===== config.mk =====
export PLATFORM = sky130hd
export DESIGN_NAME = mem_access_arbiter
export DESIGN_NICKNAME = d
export VERILOG_FILES = /design/src/rtl/mem_access_arbiter_pkg.sv /design/src/rtl/mem_access_arbiter_rr_arb2.sv /design/src/rtl/mem_access_arbiter.sv
export SDC_FILE = /design/constraint.sdc
export NUM_CORES = 1
export LEC_CHECK = 0
export ABC_AREA = 1
export ABC_CLOCK_PERIOD_IN_PS = 3150
export BUFFER_PORTS_ARGS = -buffer_cell sky130_fd_sc_hd__buf_2
export CAP_MARGIN = 20
export CORE_UTILIZATION = 52
export CTS_BUF_LIST = sky130_fd_sc_hd__clkbuf_4 sky130_fd_sc_hd__clkbuf_8
export CTS_CLUSTER_SIZE = 25
export DETAILED_ROUTE_END_ITERATION = 10
export HOLD_SLACK_MARGIN = 0.15
export PLACE_DENSITY = 0.83
export RECOVER_POWER = 100
export SLEW_MARGIN = 15
export SYNTH_ARGS = -nofsm -noshare
export SYNTH_HDL_FRONTEND = slang
export SYNTH_SLANG_ARGS = --single-unit

===== constraint.sdc =====
create_clock -name i_clk -period 3.15 [get_ports i_clk]
set_input_delay 0.315 -clock i_clk [delete_from_list [all_inputs] [get_ports i_clk]]
set_output_delay 0.315 -clock i_clk [all_outputs]
set_load 0.02 [all_outputs]

===== src/rtl/mem_access_arbiter_pkg.sv =====
// Shared types for the memory-bus arbiter: FSM states, requester ids and the
// default address that signals end-of-test.
package mem_bus_pkg;

    localparam logic [15:0] HALT_ADDR_DEF = 16'hFF00;

    typedef enum logic [1:0] {
        ST_IDLE,
        ST_ACCESS,
        ST_RESP
    } arb_state_t;

    typedef enum logic {
        PORT_IF,
        PORT_DM
    } port_t;

endpackage


===== src/rtl/mem_access_arbiter_rr_arb2.sv =====
// Two-way round-robin picker. req[0] is instruction fetch, req[1] is data.
// A lone request always wins; on a tie the port that did not win last time
// gets the grant. The last-grant register itself lives in the caller.
module rr_arb2
    import mem_bus_pkg::*;
(
    input  logic  [1:0] req,
    input  port_t       last_grant,
    output logic        grant_valid,
    output port_t       grant
);

    // Pick the winner from the current requests and the previous grant.
    always_comb begin
        grant_valid = |req;
        grant       = PORT_IF;
        case (req)
            2'b01:   grant = PORT_IF;
            2'b10:   grant = PORT_DM;
            2'b11:   grant = (last_grant == PORT_DM) ? PORT_IF : PORT_DM;
            default: grant = PORT_IF;
        endcase
    end

endmodule


===== src/rtl/mem_access_arbiter.sv =====
// Serialises instruction-fetch and data requests onto one 16-bit memory port.
// Each access takes IDLE -> ACCESS -> RESP, so the port sustains one access
// every three cycles. A data write to HALT_ADDR freezes all further grants
// until reset.
//
// Handshake: a requester raises req with stable address/we/wdata and holds it
// until it sees its ack. The ack is a one-cycle pulse in the RESP cycle, and
// read data is valid in that same cycle and held afterwards. Requests are not
// sampled in RESP; a req still high when the FSM returns to IDLE is a new
// request.
module mem_access_arbiter
    import mem_bus_pkg::*;
#(
    parameter int                ADDR_W    = 16,
    parameter int                DATA_W    = 16,
    parameter logic [ADDR_W-1:0] HALT_ADDR = HALT_ADDR_DEF
) (
    input  logic              i_clk,
    input  logic              i_rst,
    input  logic              i_if_req,
    input  logic [ADDR_W-1:0] i_if_address,
    output logic              o_if_ack,
    output logic [DATA_W-1:0] o_if_data,
    input  logic              i_dm_req,
    input  logic              i_dm_we,
    input  logic [ADDR_W-1:0] i_dm_address,
    input  logic [DATA_W-1:0] i_dm_wdata,
    output logic              o_dm_ack,
    output logic [DATA_W-1:0] o_dm_rdata,
    output logic              o_mem_wr,
    output logic              o_mem_rd,
    output logic [ADDR_W-1:0] o_address,
    output logic [DATA_W-1:0] o_data,
    input  logic [DATA_W-1:0] i_data,
    output logic              o_busy,
    output logic              o_halted
);

    arb_state_t        state_q,      state_d;
    port_t             last_grant_q, last_grant_d;
    port_t             winner_q,     winner_d;
    logic              we_q,         we_d;
    logic              if_ack_q,     if_ack_d;
    logic              dm_ack_q,     dm_ack_d;
    logic [DATA_W-1:0] if_data_q,    if_data_d;
    logic [DATA_W-1:0] dm_rdata_q,   dm_rdata_d;
    logic              mem_wr_q,     mem_wr_d;
    logic              mem_rd_q,     mem_rd_d;
    logic [ADDR_W-1:0] address_q,    address_d;
    logic [DATA_W-1:0] data_q,       data_d;
    logic              halted_q,     halted_d;

    logic              grant_valid;
    port_t             grant;

    rr_arb2 u_rr_arb2 (
        .req         ({i_dm_req, i_if_req}),
        .last_grant  (last_grant_q),
        .grant_valid (grant_valid),
        .grant       (grant)
    );

    // State and registered outputs; reset abandons any in-flight access.
    always_ff @(posedge i_clk) begin
        if (i_rst) begin
            state_q      <= ST_IDLE;
            last_grant_q <= PORT_DM;
            winner_q     <= PORT_IF;
            we_q         <= 1'b0;
            if_ack_q     <= 1'b0;
            dm_ack_q     <= 1'b0;
            if_data_q    <= '0;
            dm_rdata_q   <= '0;
            mem_wr_q     <= 1'b0;
            mem_rd_q     <= 1'b0;
            address_q    <= '0;
            data_q       <= '0;
            halted_q     <= 1'b0;
        end else begin
            state_q      <= state_d;
            last_grant_q <= last_grant_d;
            winner_q     <= winner_d;
            we_q         <= we_d;
            if_ack_q     <= if_ack_d;
            dm_ack_q     <= dm_ack_d;
            if_data_q    <= if_data_d;
            dm_rdata_q   <= dm_rdata_d;
            mem_wr_q     <= mem_wr_d;
            mem_rd_q     <= mem_rd_d;
            address_q    <= address_d;
            data_q       <= data_d;
            halted_q     <= halted_d;
        end
    end

    // Next-state logic: grant in IDLE, strobe in ACCESS, ack in RESP.
    always_comb begin
        state_d      = state_q;
        last_grant_d = last_grant_q;
        winner_d     = winner_q;
        we_d         = we_q;
        if_ack_d     = 1'b0;
        dm_ack_d     = 1'b0;
        if_data_d    = if_data_q;
        dm_rdata_d   = dm_rdata_q;
        mem_wr_d     = 1'b0;
        mem_rd_d     = 1'b0;
        address_d    = address_q;
        data_d       = data_q;
        halted_d     = halted_q;

        case (state_q)
            ST_IDLE: begin
                if (grant_valid && !halted_q) begin
                    winner_d     = grant;
                    last_grant_d = grant;
                    state_d      = ST_ACCESS;
                    if (grant == PORT_IF) begin
                        address_d = i_if_address;
                        we_d      = 1'b0;
                        mem_rd_d  = 1'b1;
                    end else begin
                        address_d = i_dm_address;
                        we_d      = i_dm_we;
                        mem_wr_d  = i_dm_we;
                        mem_rd_d  = !i_dm_we;
                        if (i_dm_we) begin
                            data_d = i_dm_wdata;
                        end
                    end
                end
            end
            ST_ACCESS: begin
                state_d = ST_RESP;
                if (winner_q == PORT_IF) begin
                    if_ack_d  = 1'b1;
                    if_data_d = i_data;
                end else begin
                    dm_ack_d = 1'b1;
                    if (!we_q) begin
                        dm_rdata_d = i_data;
                    end else if (address_q == HALT_ADDR) begin
                        halted_d = 1'b1;
                    end
                end
            end
            ST_RESP: begin
                state_d = ST_IDLE;
            end
            default: begin
                state_d = ST_IDLE;
            end
        endcase
    end

    assign o_if_ack   = if_ack_q;
    assign o_if_data  = if_data_q;
    assign o_dm_ack   = dm_ack_q;
    assign o_dm_rdata = dm_rdata_q;
    assign o_mem_wr   = mem_wr_q;
    assign o_mem_rd   = mem_rd_q;
    assign o_address  = address_q;
    assign o_data     = data_q;
    assign o_busy     = (state_q != ST_IDLE);
    assign o_halted   = halted_q;

endmodule


==> metrics.md <==
| Metric | Value |
|---|---|
| Status | complete, no violations |
| Mux share of post-synthesis cell area | 0 |
| DR DRC count | 0 |
| Final WL | 7190 um |
| Initial antenna violation count | 0 |
| Area share of the largest cell type after synthesis | 0.485 |
| Vias in the first global route | 2696 |
| Synthesized flop and latch total | 74 |
| Register area | between 1000 and 1500 um2 |
| Worst clock skew | ~0.0056 ns |
| H-tree Lvls | 3 |
| VDD IR-drop max | 275 uV |
| Hold Path Sink | o_dm_rdata[10] |
| Placed inst area | ~3700 um2 |
| CTS sink cnt | 74 |
| PD cells | about 540 nW/um2 |
| Reg2reg start | state_q[0] |
| Final setup fails | 0 |
| GRT Overall Usage | 0.233 |
| Post-Synth Simple-Gate Area | 0.301 |
| Die X | 78.6 um |
| Sw Pwr | 596 uW |
| Fin cells | around 630 |
| Gr ovfl total | 0 |
| NumNets Final | approximately 630 |
| Max Fanout on Critical Path | 20 |
| CTS tree | yes |
| Final min period | around 2.2 ns |
| Main combinational cell family by area after synthesis | simple AND/OR/NAND/NOR gates |
| Worst Reg2Reg Path Length in Cells | 7 |
| Post-CTS Setup Repair Bufs | 0 |
| CP Capture Type | register |
| HPWL after DPL | 5100 um |
| Share of cells above drive strength 1 | 0.162 |
| Max cap viols | 0 |
| F_max | ~450 MHz |
| Final hold vios | 0 |
| Syn. warnings | 0 |
| Hold_sp | i_data[10] |
| WHS | 0.256 ns |
| Post-cts sizing count | 0 |
| First-pass GRT wire length | 11400 um |
| DRT antenna net count | 0 |
| Drt first-iter violations | 136 |
| Top post-synthesis cells by area | dfxtp_1, nand2_1, nor2_1, a21oi_1, nand3_1 |
| I/O Buffers | around 140 |
| Clk Latency, worst-skew pair | 0.33 ns |
| Pin count of the biggest net entering global routing | 43 |
| Vias per inst | 4.87 |
| Placeable Area | 5570 um2 |
| First-pass iteration count of the detailed router | 4 |
| Area occupied by multi-input gates | roughly 1300 um2 |
| Hold Path Stages | 3 |
| Reg clk slew, reported paths | 0.07 ns |
| Clk buf depth | 2 |
| TritonCTS Buffers | 9 |
| Worst endpoint required time | 3.41 ns |
| WP data arrival | 2.49 ns |
| Reg2reg setup slack | 0.92 ns |
| Post-Synth XOR/XNOR Area | 0 |
| Class of the most critical setup path | register to register |
| Post-Synth Adder-Cell Area | 0 |
| Area growth syn-to-layout | 24.2% |
| Via count | 3085 |
| Fillers | 533 |
| Ports | 139 |
| Routability cong. | between 0.8 and 0.9 |
| Slew Limit Fails | 0 |
| Slew @ Worst Pin | approximately 0.93 ns |
| HP Class | input port to register |
| Slew headroom | 0.377 |
| Unrepaired setup endpoints after global routing | no |
| Yosys cell types | 20 |
| Area fraction in compound gates after synthesis | 0.110 |
| Post-synthesis cell area | ~3100 um2 |
| Top cell type by total area after synthesis | dfxtp_1 |
| Pint | 1440 uW |
| WL/cell | 11.4 um |
| Starting Density | 0.547 |
| Leak | 0.00176 uW |
| Rows | 27 |
| Clock power share | 0.319 |
| Setup_tns | 0 ns |
| Final Cycle Share | 0.707 |
| Combinational power share | 0.177 |
| Design area | between 3000 and 4000 um2 |
| Die height | 78.6 um |
| Syn Inst Count | 430 |
| Syn avg cell area | approximately 7 um2 |
| Clk Tree Root Cell | clkbuf_8 |
| Antenna cells | 0 |
| Syn Nets | 499 |
| Startpoint types | register |
| Cts hold-fix bufs | 0 |
| Placed Cells incl. Taps | 618 |
| Seq pwr share | 0.504 |
| Sw Ratio | 0.293 |
| Register area share after synthesis | 0.485 |
| Die ar. | 6180 um2 |
| FF-to-FF End | o_dm_rdata[14] |
[cells in the final DEF (no fill, tap or decap), drive strengths merged]
cell	instances
nand3	34
clkbuf	84
a21oi	35
clkinv	3
nand2	100
buf	69
nor3	4
inv	47
nor2	79
o21ai	32
dfxtp	74
[per-layer routing]
layer | wire length [um] | vias up | track usage | part of all wire
li1 | - | 1591 | - | -
met1 | 3080 | 1360 | 0.269 | 0.43
met2 | 3490 | 120 | 0.408 | 0.49
met3 | 474 | 14 | 0.0535 | 0.066
met4 | 142 | 0 | 0.0981 | 0.020
met5 | 0 | - | 0 | 0
[power by group through the flow]
| stage | sequential, uW | combinational [uW] | clock, uW |
|---|---|---|---|
| 3_3_place_gp | 1040 | 371 | 0 |
| 2_1_floorplan | 1110 | 196 | 0 |
| 6_report | 1030 | 360 | 648 |
| 3_5_place_dp | 1040 | 378 | 0 |
| 4_1_cts | 1020 | 379 | 660 |
| 5_1_grt | 1030 | 403 | 700 |
[synth_stat cells]
| library cell | n |
|---|---|
| buf_1 | 2 |
| inv_1 | 45 |
| dfxtp_1 | 74 |
| nor2_1 | 76 |
| nand3_1 | 34 |
| buf_2 | 7 |
| nand2_4 | 1 |
| nand2_1 | 98 |
| clkbuf_1 | 9 |
| nor3_4 | 1 |
| o21ai_1 | 3 |
| buf_4 | 4 |
| o21ai_0 | 29 |
| nor2_2 | 1 |
| nor2_8 | 2 |
| nand2_2 | 1 |
| buf_6 | 3 |
| inv_2 | 2 |
| nor3_1 | 3 |
| a21oi_1 | 35 |
[cell families (layout without fill, tap and decap cells)]
| logic type | after synthesis | in the layout |
|---|---|---|
| compound gates | 67 | 67 |
| buf+inv | 72 | 203 |
| flops | 74 | 74 |
| simple gates | 217 | 217 |
[worst max path at each step]
stage,from,to,slack (ns),depth (start not counted)
global placement,i_rst,o_dm_rdata[8],1.37,5
CTS,winner_q,o_dm_rdata[14],1.37,6
global route,state_q[0],o_dm_rdata[14],0.73,7
floorplan,state_q[0],o_data[6],1.88,7
detailed placement,i_rst,o_dm_rdata[14],1.27,5
finish,state_q[0],o_dm_rdata[14],0.92,7
[layout make-up]
cell class / count / area share
flip-flops and latches: 74 / 0.391
multi-input cells: 284 / 0.330
repair buffers: 141 / 0.163
inverters: 47 / 0.0465
clock buffers: 12 / 0.0419
well taps: 72 / 0.0238
clock inverters: 3 / 0.00396
[registers in the layout, indices dropped and copies added, names as in the netlist]
name,count
o_data,16
o_dm_rdata,16
o_address,16
o_if_data,16
o_mem_rd,1
o_mem_wr,1
we_q,1
state_q,2
o_halted,1
o_dm_ack,1
winner_q,1
last_grant_q,1
o_if_ack,1
[worst max-delay path: stages, from the launching register on]
cell      delay (ns)
dfxtp_1         0.31
inv_1           0.04
nor2_1          0.07
clkbuf_1        0.61
nand2_1         0.53
inv_2           0.39
nor2_1          0.08
nor2_1          0.12
[per-stage QoR]
step | total power [uW] | utilization | worst slack, ns
5_1_grt | 2130 | 0.680 | 0.728
3_5_place_dp | 1420 | 0.666 | 1.27
4_1_cts | 2060 | 0.698 | 1.37
2_1_floorplan | 1300 | - | 1.88
6_report | 2030 | 0.680 | 0.924
3_3_place_gp | 1420 | 0.666 | 1.37
No activity file was read; power rests on OpenSTA's default activity.
